===== src/rtl/sseg_value_writer.sv =====
// Converts a signed value to BCD and writes it digit by digit to a chain of seven-segment modules.
// Optional leading-zero blanking: define SSEG_VALUE_WRITER_BLANK_EN.
module sseg_value_writer #(
  parameter int SSEG_BITS = 2,
  parameter int SSEG_N    = 3,
  parameter int VAL_BITS  = 10
) (
  input  logic                       clk,
  input  logic                       reset,
  input  logic                       start,
  input  logic signed [VAL_BITS-1:0] value,
  input  logic                       dp_en,
  input  logic [SSEG_BITS-1:0]       dp_pos,
  output logic                       wr,
  output logic [SSEG_BITS-1:0]       sel,
  output logic                       en,
  output logic                       sign,
  output logic                       dp,
  output logic [3:0]                 val,
  output logic                       busy,
  output logic                       ovf,
  output logic                       done_tick
);

  localparam int BCD_W = 4 * SSEG_N;
  localparam int CNT_W = $clog2(VAL_BITS + 1);
  localparam logic [CNT_W-1:0] CNT_END = CNT_W'(VAL_BITS);
  localparam logic [VAL_BITS-1:0] VAL_ONE = {{(VAL_BITS-1){1'b0}}, 1'b1};

  typedef enum logic [1:0] {IDLE, CONV, WRITE, DONE} state_t;

  function automatic longint unsigned pow10(input int n);
    longint unsigned p;
    p = 64'd1;
    for (int i = 0; i < n; i++) begin
      p = p * 64'd10;
    end
    return p;
  endfunction

  // Negative numbers give up the top module to the minus sign.
  localparam longint unsigned LIM_POS = pow10(SSEG_N) - 64'd1;
  localparam longint unsigned LIM_NEG = pow10(SSEG_N - 1) - 64'd1;

  function automatic logic [BCD_W-1:0] add3(input logic [BCD_W-1:0] b);
    logic [BCD_W-1:0] r;
    r = b;
    for (int d = 0; d < SSEG_N; d++) begin
      if (r[4*d +: 4] >= 4'd5) begin
        r[4*d +: 4] = r[4*d +: 4] + 4'd3;
      end else begin
        r[4*d +: 4] = r[4*d +: 4];
      end
    end
    return r;
  endfunction

  state_t                state_r, state_s;
  logic [CNT_W-1:0]      cnt_r;
  logic [VAL_BITS-1:0]   bin_r, mag_r, mag_s;
  logic [BCD_W-1:0]      bcd_r, bcd_adj_s;
  logic                  neg_r, dp_en_r;
  logic [SSEG_BITS-1:0]  dp_pos_r;
  logic                  ovf_calc_s, ovf_s, dp_hit_s;
  logic                  nxt_en_s, nxt_sign_s, nxt_dp_s;
  logic [3:0]            nxt_val_s;
  int                    idx_i, top_i, msnz_i;

  assign bcd_adj_s = add3(bcd_r);

  // Magnitude of the input; the most negative value maps exactly onto the unsigned range.
  always_comb begin
    if (value[VAL_BITS-1]) begin
      mag_s = (~value) + VAL_ONE;
    end else begin
      mag_s = value;
    end
  end

  // State register.
  always_ff @(posedge clk or posedge reset) begin
    if (reset) begin
      state_r <= IDLE;
    end else begin
      state_r <= state_s;
    end
  end

  // Next-state logic.
  always_comb begin
    state_s = state_r;
    case (state_r)
      IDLE:    state_s = start ? CONV : IDLE;
      CONV:    state_s = (cnt_r == CNT_END) ? WRITE : CONV;
      WRITE:   state_s = (int'(sel) == SSEG_N - 1) ? DONE : WRITE;
      DONE:    state_s = IDLE;
      default: state_s = IDLE;
    endcase
  end

  // Conversion datapath; the load edge already performs the first shift.
  always_ff @(posedge clk or posedge reset) begin
    if (reset) begin
      cnt_r    <= '0;
      bin_r    <= '0;
      bcd_r    <= '0;
      mag_r    <= '0;
      neg_r    <= 1'b0;
      dp_en_r  <= 1'b0;
      dp_pos_r <= '0;
    end else if (state_r == IDLE && start) begin
      cnt_r    <= CNT_W'(1);
      bin_r    <= mag_s << 1;
      bcd_r    <= BCD_W'(mag_s[VAL_BITS-1]);
      mag_r    <= mag_s;
      neg_r    <= value[VAL_BITS-1];
      dp_en_r  <= dp_en;
      dp_pos_r <= dp_pos;
    end else if (state_r == CONV && cnt_r != CNT_END) begin
      cnt_r <= cnt_r + CNT_W'(1);
      bin_r <= bin_r << 1;
      bcd_r <= {bcd_adj_s[BCD_W-2:0], bin_r[VAL_BITS-1]};
    end else begin
      cnt_r <= cnt_r;
      bin_r <= bin_r;
      bcd_r <= bcd_r;
    end
  end

  // Decode of the module to be written on the coming edge.
  always_comb begin
    idx_i = (state_r == CONV) ? 0 : int'(sel) + 1;
    if (neg_r) begin
      ovf_calc_s = 64'(mag_r) > LIM_NEG;
    end else begin
      ovf_calc_s = 64'(mag_r) > LIM_POS;
    end
    ovf_s  = (state_r == CONV) ? ovf_calc_s : ovf;
    msnz_i = 0;
    for (int d = 0; d < SSEG_N; d++) begin
      if (bcd_r[4*d +: 4] != 4'd0) begin
        msnz_i = d;
      end else begin
        msnz_i = msnz_i;
      end
    end
`ifdef SSEG_VALUE_WRITER_BLANK_EN
    top_i = (dp_en_r && int'(dp_pos_r) > msnz_i) ? int'(dp_pos_r) : msnz_i;
    top_i = (top_i > SSEG_N - 1) ? SSEG_N - 1 : top_i;
`else
    top_i = SSEG_N - 1;
`endif
    top_i    = (neg_r && top_i > SSEG_N - 2) ? SSEG_N - 2 : top_i;
    dp_hit_s = dp_en_r && (int'(dp_pos_r) == idx_i);
    if (ovf_s) begin
      nxt_val_s  = 4'd0;
      nxt_en_s   = 1'b0;
      nxt_sign_s = 1'b1;
      nxt_dp_s   = 1'b0;
    end else if (idx_i <= top_i && idx_i < SSEG_N) begin
      nxt_val_s  = bcd_r[4*idx_i +: 4];
      nxt_en_s   = 1'b1;
      nxt_sign_s = 1'b0;
      nxt_dp_s   = dp_hit_s;
    end else if (neg_r && idx_i == top_i + 1) begin
      nxt_val_s  = 4'd0;
      nxt_en_s   = 1'b0;
      nxt_sign_s = 1'b1;
      nxt_dp_s   = dp_hit_s;
    end else begin
      nxt_val_s  = 4'd0;
      nxt_en_s   = 1'b0;
      nxt_sign_s = 1'b0;
      nxt_dp_s   = dp_hit_s;
    end
  end

  // Registered outputs, loaded alongside the state they belong to.
  always_ff @(posedge clk or posedge reset) begin
    if (reset) begin
      wr        <= 1'b0;
      sel       <= '0;
      en        <= 1'b0;
      sign      <= 1'b0;
      dp        <= 1'b0;
      val       <= 4'd0;
      busy      <= 1'b0;
      ovf       <= 1'b0;
      done_tick <= 1'b0;
    end else begin
      busy <= (state_s != IDLE);
      if (state_r == CONV && state_s == WRITE) begin
        ovf <= ovf_calc_s;
      end else begin
        ovf <= ovf;
      end
      case (state_s)
        WRITE: begin
          wr        <= 1'b1;
          sel       <= SSEG_BITS'(idx_i);
          en        <= nxt_en_s;
          sign      <= nxt_sign_s;
          dp        <= nxt_dp_s;
          val       <= nxt_val_s;
          done_tick <= 1'b0;
        end
        DONE: begin
          wr        <= 1'b0;
          sel       <= '0;
          en        <= 1'b0;
          sign      <= 1'b0;
          dp        <= 1'b0;
          val       <= 4'd0;
          done_tick <= 1'b1;
        end
        default: begin
          wr        <= 1'b0;
          sel       <= '0;
          en        <= 1'b0;
          sign      <= 1'b0;
          dp        <= 1'b0;
          val       <= 4'd0;
          done_tick <= 1'b0;
        end
      endcase
    end
  end

endmodule


===== config.mk =====
export PLATFORM = sky130hd
export DESIGN_NAME = sseg_value_writer
export DESIGN_NICKNAME = d
export VERILOG_FILES = /design/src/rtl/sseg_value_writer.sv
export SDC_FILE = /design/constraint.sdc
export NUM_CORES = 1
export LEC_CHECK = 0
export CORE_MARGIN = 2
export CORE_UTILIZATION = 45
export CTS_BUF_LIST = sky130_fd_sc_hd__clkbuf_8
export DETAILED_ROUTE_END_ITERATION = 12
export HOLD_SLACK_MARGIN = 0.15
export PLACE_DENSITY = 0.67
export SLEW_MARGIN = 20
export SYNTH_ARGS = -nofsm -noshare
export SYNTH_HDL_FRONTEND = slang
export SYNTH_SLANG_ARGS = --single-unit

===== constraint.sdc =====
create_clock -name clk -period 3.15 [get_ports clk]
set_input_delay 0.63 -clock clk [delete_from_list [all_inputs] [get_ports clk]]
set_output_delay 0.63 -clock clk [all_outputs]
set_load 0.005 [all_outputs]

Word-level counts from Yosys, hierarchy flattened
Cells that the tools add are included.
{ "word_totals": {"ff_bits": 55, "ramBits": 0, "out_inout_bits": 13, "elab_cells": 85, "in_bits": 16, "memories": 0, "mem_bits_ro": 0, "latch_bits": 0} }
{ "op_classes": {"div": 0, "n_shift": 1, "reduce_logical": 9, "magnitude_cmp": 7, "multipliers": 0, "addsub": 7, "n_eq_ne": 10, "bitwise_logic": 1, "muxes": 33} }
{ "ops": {"columns": ["op", "count"], "rows": [
  ["10-bit 2-to-1 mux", 3],
  ["4-bit 2-to-1 mux", 7],
  ["12-bit 2-to-1 mux", 2],
  ["1-bit 2-to-1 mux", 15],
  ["4-bit by 3-bit >= comparator with 1-bit output (second input constant)", 3],
  ["12-bit by 6-bit indexed part select with 4-bit output", 1],
  ["10-bit by 1-bit adder with 10-bit output (second input constant)", 1],
  ["2-bit == test (second input constant)", 5],
  ["10-bit > comparator (second input constant)", 1],
  ["10-bit by 7-bit > comparator with 1-bit output (second input constant)", 1],
  ["10-bit inverter", 1],
  ["4-bit by 2-bit adder with 4-bit output (second input constant)", 2],
  ["2-bit one-hot mux with 4 select lines", 1],
  ["2-bit by 1-bit adder with 3-bit output (second input constant)", 2],
  ["1-bit logical AND", 6],
  ["2-bit 2-to-1 mux", 3],
  ["3-bit 2-to-1 mux", 2],
  ["4-bit by 1-bit adder with 4-bit output (second input constant)", 1],
  ["4-bit == test (second input constant)", 1],
  ["4-bit inequality test (second input constant)", 1],
  ["2-bit nonzero test", 2],
  ["3-bit by 2-bit adder with 3-bit output (second input constant)", 1],
  ["2-bit by 3-bit == test with 1-bit output", 1],
  ["3-bit == test", 1],
  ["4 further kinds", 4]
]} }

Logic depth before layout (Yosys ltp)
Gate-level depths: netlist of run 1.
{ "logic_depth": {"depth_word": 8, "ltp_mapped": 8, "mapped_depth_nobuf": 7} }

Worst setup path before layout of run 1
OpenSTA, ideal clock, no wires.
{ "synth_timing": {"path_type": "reg2reg", "from": "reg sel[0]", "to": "reg dp", "arrival_ns": 1.782, "synth_period_minus_slack_ns": 1.893, "required_ns": 3.039, "n_path_buf": 1, "setup_time_ns": 0.111, "stages_incl_launch_ff": 8, "slack_ns": 1.257, "path_cell_list": "dfrtp_1 buf_2 inv_1 ha_1 nor4bb_1 a31oi_1 o32a_1 a2111oi_2"} }
{ "synth_between": {"elab_chain_cells": 6, "elab_cells_between_ends": 10, "cone_classes": "add/sub: 1; eq/ne: 3; mux: 5; reduce/logical: 1"} }
{ "synth_rtl": {"columns": ["element", "line", "rtl"], "rows": [
  ["start: declaration", "15", "output logic [SSEG_BITS-1:0] sel,"],
  ["start signal: assignment", "200", "sel <= SSEG_BITS'(idx_i);"],
  ["2-bit by 1-bit adder with 3-bit output", "132", "idx_i = (state_r == CONV) ? 0 : int'(sel) + 1;"],
  ["3-bit 2-to-1 mux", "132", null],
  ["2-bit by 3-bit == test with 1-bit output", "154", "dp_hit_s = dp_en_r && (int'(dp_pos_r) == idx_i);"],
  ["1-bit logical AND", "154", null],
  ["1-bit 2-to-1 mux", "155", "if (ovf_s) begin"],
  ["1-bit 2-to-1 mux *", "197", "case (state_s)"],
  ["end signal: assignment", "203", "dp <= nxt_dp_s;"],
  ["end: declaration", "18", "output logic dp,"]
]} }
Mark *: on every way between the ends. The rest lies on a longest branch, timed or not.
A chain may end at the register's enable or synchronous reset.

Worst setup path in the final report of run 1
Same ends and word-level chain as after synthesis.

==> results.ini, run 1 <==
[outcome]
status = finished, final reports clean

[synth]
yosysSeqAreaShare_pct = 46.3
synth_area_um2 = 2810
synth_cell_type_count = 52
yosys_warnings = 0
postSynthCellCount = 290
synth_area_per_cell_um2 = 9.69
synth_fp_nets = 318
synthArstFlopShare_pct = 100
synth-edff-count = 0
ys_ff_latch = 52
synthFlopType = dfrtp_1

[global_route]
grt_pass1_vias = 2101
grt-ovfl-total = 0
grt_usage_pct = 17.7
antenna_found_initial = 0
grt_max_degree = 31
grt_pass1_wl_mm = 10.0

[placed_design]
gp_congestion = 0.786
port_buffers = 28
hpwl_mm = 4.16

[setup_path]
r2r_cells = 6
r2r_end = dp
crit_start = sel[0]
crit_type = flip-flop to flip-flop
worstPathArrival_ps = 2530
worstPathRequired_ps = 3350
end_kind = flip-flop
r2r-start = sel[0]
startpoint_type = flip-flop
cp_max_fo = 14
rrSetupSlack_ps = 820
critPathCapture = dp

[floorplan]
die_w_um = 83.0
core-area_um2 = 5990
pin_count = 29
rows = 28
die_y_um = 83.0
die_area_um2 = 6890
initial_core_util_pct = 46.9

[clock_network]
clock_latency_ps = 300
cts_buffer_depth = 2
cts-buffers-inserted = 5
h-tree-depth = 2
cts.sinks = 52
hold_buffers = 0
clkSlewWorstSetupHoldPaths_ps = 90
clockRootBuffer = clkbuf_8
cts.repair.resized = 0
cts_setup_buffers = 0
cts_tree = done

[power]
p_leak_nw = 1.49
ir_drop_mv = 0.381
powerDensity_nw_per_um2 = 858

[timing]
drv_slew = 0
skew_ps = 4.74
tns_ps = 0
timing.slew.headroom_pct = 53.4
worst_pin_slew_ps = 699
max_clock_freq_mhz = 429
rsz0062_at_grt = false
period_needed_ps = 2330
setup_viol = 0
period_share_pct = 74.0
hold_viol_final = 0

[drt]
vias_per_cell = 5.49
detail_route.wl_per_cell_um = 14.6
vias = 2142
antenna_left = 0
drt-initial-drc-count = 148
drc = 0
drt_pass1_iterations = 4
drt_wl_total_mm = 5.68

[final_layout]
area_delta_synth_final_pct = 15.7
final_cell_mix = dfrtp_1 (52), nand2_1 (42), clkdlybuf4s50_1 (28), o21ai_0 (27), nor2_1 (15)
mostFrequentLayoutCell = dfrtp_1
fill_cells = 551
fin_util_pct = 54.3
layout.nets = 343
antennaDiodeCount = 0
multi_input_area_um2 = 1400
drive_above_1_share_pct = 8.89
regArea_um2 = 1300

[hold_path]
worstHoldPathType = flip-flop to flip-flop

[job]
max_cap_violations = 0

[Yosys cell counts, types with 2 or more instances]
master / number / area share (%)
xnor2_1: 5 / 1.6
mux2i_1: 10 / 3.6
o41ai_1: 2 / 0.62
nand2_1: 42 / 5.6
a211oi_2: 2 / 0.89
nor2_1: 15 / 2.0
a21oi_1: 10 / 1.8
o21ai_0: 27 / 4.8
nor4b_1: 2 / 0.62
a31oi_1: 3 / 0.67
clkbuf_1: 6 / 0.80
o211ai_1: 3 / 0.80
a222oi_1: 3 / 1.1
buf_2: 7 / 1.2
nand3_1: 9 / 1.6
o31ai_1: 5 / 1.3
dfrtp_1: 52 / 46
and2_1: 2 / 0.45
ha_1: 12 / 5.3
or3_1: 2 / 0.45
xor2_1: 9 / 2.8
mux2_2: 3 / 1.2
inv_1: 14 / 1.9
nor3_1: 8 / 1.4
nor2b_1: 2 / 0.45
nor4_1: 3 / 0.67
nand2b_1: 7 / 1.6
[per-stage QoR]
step                      instance area, um2  total power [mW]  hold WS (ps)  setup slack [ps]  std cells
final                                   3250              2.79           490               819        390
after global routing                    3250              3.05           523               616        390
after CTS                               3250              2.82           496               816        390
after detailed placement                3150              2.41           475               772        383
after global placement                  3150              2.37           468               817        383
after floorplan                         2810              2.08           449              1260        290
[final cells by class]
class / count / area share [%]
multi-input cells: 210 / 43.0
flip-flops and latches: 52 / 40.0
repair buffers: 32 / 9.55
clock buffers: 7 / 2.96
well taps: 75 / 2.89
inverters: 14 / 1.62
[report_power, final]
| part | internal (mW) | switching, mW | total (mW) |
|---|---|---|---|
| Sequential | 0.916 | 0.219 | 1.14 |
| Combinational | 0.554 | 0.697 | 1.25 |
| Clock | 0.196 | 0.208 | 0.404 |
[registers in the layout, summed over array words and instances, names as in the netlist]
register,flops
bcd_r,12
bin_r,9
busy,1
cnt_r,4
done_tick,1
dp,1
dp_en_r,1
dp_pos_r,2
en,1
mag_r,8
neg_r,1
ovf,1
sel,2
sign,1
state_r,2
val,4
wr,1
[worst min-delay path by stage]
stage	startpoint	end	slack (ps)	cells past startpoint
floorplan	bin_r[3]	bin_r[3]	450	1
global placement	bin_r[2]	bin_r[2]	470	2
detailed placement	bin_r[3]	bin_r[3]	480	1
CTS	bin_r[3]	bin_r[3]	500	1
global route	bin_r[3]	bin_r[3]	520	1
finish	bin_r[3]	bin_r[3]	490	1
[critical path, cell delays in order (launching register included)]
cell and delay [ps]:
dfrtp_1 640, inv_1 120, ha_1 550, nor4bb_1 340
a31oi_1 70, o32a_1 190, a2111oi_2 320
[layer usage]
layer / GRT usage, % / vias to the layer above / routed length (um)
met1: 24.6 / 1013 / 2740
met5: 0 / - / 0
met2: 28.8 / 46 / 2650
met4: 4.92 / 0 / 69
met3: 2.98 / 7 / 221
li1: - / 1076 / -
[cell families (layout without fill, tap and decap cells)]
kind of cell / count (synthesis) / after routing / synth area share [%]
buffers and inverters: 28 / 53 / 4.19
flip-flops: 52 / 52 / 46.3
XOR/XNOR: 14 / 14 / 4.36
adder cells (fa/ha/maj): 12 / 12 / 5.34
multiplexers: 13 / 13 / 4.76
AND/OR/NAND/NOR: 105 / 105 / 18.9
AO/OA/AOI/OAI: 66 / 66 / 16.2
Power figures use the tool's default switching activity.
==> inputs of run 2 (changes only) <==
==> constraint.sdc (replaced) <==
create_clock -name clk -period 2.15 [get_ports clk]
set_input_delay 0.43 -clock clk [delete_from_list [all_inputs] [get_ports clk]]
set_output_delay 0.43 -clock clk [all_outputs]
set_load 0.005 [all_outputs]
==> run 2 against run 1 <==
Net effect: final area grew 3.4%; routed wire length grew 5.8%; register-to-register slack lost 540 ps; critical path depth grew 1; largest power group unchanged.
==> results.ini, run 2 (same netlist as run 1, synthesis figures left out) <==
[outcome]
status = finished, final reports clean

[clock_network]
cts_setup_buffers = 0  ; unchanged
cts_tree = done
clock_latency_ps = 310  ; about the same
cts-buffers-inserted = 5  ; unchanged
cts.repair.resized = 0  ; unchanged
hold_buffers = 0  ; unchanged
clockRootBuffer = clkbuf_8
cts_buffer_depth = 2  ; unchanged
clkSlewWorstSetupHoldPaths_ps = 90  ; about the same
h-tree-depth = 2  ; unchanged
cts.sinks = 52  ; unchanged

[power]
p_sw_mw = 1.71  ; +52%
powerDensity_nw_per_um2 = 1250  ; +46%
ir_drop_mv = 0.560  ; +47%
pwr-share-clk_pct = 13.6  ; -0.9 points
pwr-share-seq_pct = 39.5  ; -1.2 points
p_comb_share_pct = 46.8  ; +1.9 points
switching_share_pct = 40.5  ; +0.24 points
p_leak_nw = 1.54  ; +3.9%
power_mw = 4.21  ; +51%
p_int_mw = 2.50  ; +50%

[floorplan]
rows = 28  ; unchanged
pin_count = 29  ; unchanged
core-area_um2 = 5990  ; unchanged
die_area_um2 = 6890  ; unchanged
initial_core_util_pct = 46.9  ; unchanged
die_y_um = 83.0  ; unchanged
die_w_um = 83.0  ; unchanged

[global_route]
grt_usage_pct = 18.3  ; +0.59 points
grt_pass1_wl_mm = 10.3  ; +2.6%
grt_pass1_vias = 2147  ; +2.2%
grt_max_degree = 33  ; +6.5%
grt-ovfl-total = 0  ; unchanged
antenna_found_initial = 0  ; unchanged

[setup_path]
path_cells = inv_1 -> ha_1 -> and3b_1 -> buf_4 -> nor2_2 -> mux2i_1 -> mux2i_1
max_stage_delay_ps = 430  ; -210 ps
end_kind = flip-flop
cp_max_fo = 8  ; -6
worstPathRequired_ps = 2340  ; -1010 ps
worstPathArrival_ps = 2060  ; -470 ps
cp_slowest_cell = dfrtp_1
startpoint_type = flip-flop
cpMostUsedCell = mux2i_1
cp_top_family = simple AND/OR/NAND/NOR gates
crit_buf_inv = 2  ; +1
crit_type = flip-flop to flip-flop

[final_layout]
layout.nets = 353  ; +2.9%
drive_above_1_share_pct = 11.7  ; +2.8 points
layout.cells.non_filler = 401  ; +2.8%
area_delta_synth_final_pct = 19.6
fin_util_pct = 56.1  ; +1.8 points
fill_cells = 558  ; +1.3%
final_cell_mix = dfrtp_1 (52), nand2_1 (42), clkdlybuf4s50_1 (28), o21ai_0 (27), nor2_1 (15)
final_area_um2 = 3360  ; +3.4%
mostFrequentLayoutCell = dfrtp_1
top_regs = bcd_r: 12 flops, bin_r: 9 flops, mag_r: 8 flops
antennaDiodeCount = 0  ; unchanged
largest-register = bcd_r
largest_reg_flops = 12  ; unchanged

[timing]
worst_slack_ps = 278  ; -541 ps
hold_viol_final = 0  ; unchanged
hold_ws_ps = 467  ; -22.8 ps
max_clock_freq_mhz = 534  ; +25%
tns_ps = 0  ; unchanged
timing.slew.headroom_pct = 67.0  ; +14 points
skew_ps = 13.9  ; +9.20 ps
rsz0062_at_grt = false
drv_slew = 0  ; unchanged
period_needed_ps = 1870  ; -459 ps
period_share_pct = 87.1  ; +13 points
worst_pin_slew_ps = 493  ; -206 ps
setup_viol = 0  ; unchanged

[job]
max_cap_violations = 0  ; unchanged

[placed_design]
port_buffers = 28  ; unchanged
gp_congestion = 0.918  ; +17%
hpwl_mm = 4.36  ; +4.9%
placed_area_um2 = 3270  ; +3.6%
dp.cells = 393  ; +2.6%
pre_cts_slack_ps = 45.0  ; -727 ps

[drt]
vias_per_cell = 5.57  ; +1.5%
vias = 2235  ; +4.3%
drt-initial-drc-count = 179  ; +21%
detail_route.wl_per_cell_um = 15.0  ; +2.9%
m1WireLength_mm = 2.78  ; +1.3%
top_layer = met4
dr_wl_met2_mm = 2.94  ; +11%
drt_wl_total_mm = 6.01  ; +5.8%
routed-wl-met3_um = 201  ; -9.0%
drc = 0  ; unchanged
drt_pass1_iterations = 4  ; unchanged
antenna_left = 0  ; unchanged

[hold_path]
worstHoldPathType = primary input to asynchronous set/reset pin

run 2: worst paths after layout:
check / slack [ps] / start / end / cells after the start
worst max-delay path: 280 / cnt_r[0] / bin_r[7] / 7
worst min-delay path: 470 / reset / dp_en_r / 2
worst min register to register: 490 / bcd_r[9] / bcd_r[9] / 2
min in group clk: 490 / bcd_r[9] / bcd_r[9] / 2
max in group asynchronous: 1170 / reset / bin_r[1] / 3
worst max register to register: 280 / cnt_r[0] / bin_r[7] / 7
run 2: worst reg2reg max path: stages (launching register included):
cell and delay [ps]:
dfrtp_1 430, inv_1 70, ha_1 210, and3b_1 200, buf_4 150, nor2_2 370
mux2i_1 250, mux2i_1 90
run 2: routing by layer:
metal,vias to the layer above,track usage [%]
met3,9,2.98
li1,1095,-
met5,-,0
met4,0,6.86
met1,1082,25.1
met2,49,29.3
run 2: layout make-up:
class	count	area, um2	share of cell area (%)
inverters	14	52.6	1.56
well taps	75	93.8	2.79
clock inverters	2	11.3	0.335
flip-flops and latches	52	1300	38.7
multi-input cells	210	1400	41.5
repair buffers	42	423	12.6
clock buffers	6	82.6	2.46
run 2: power by group through the flow:
stage / registers (mW) / logic [mW] / clock network [mW]
global route: 1.72 / 2.23 / 0.633
global placement: 1.67 / 1.91 / 0
CTS: 1.66 / 1.99 / 0.593
floorplan: 1.59 / 1.46 / 0
finish: 1.66 / 1.97 / 0.574
detailed placement: 1.68 / 1.97 / 0
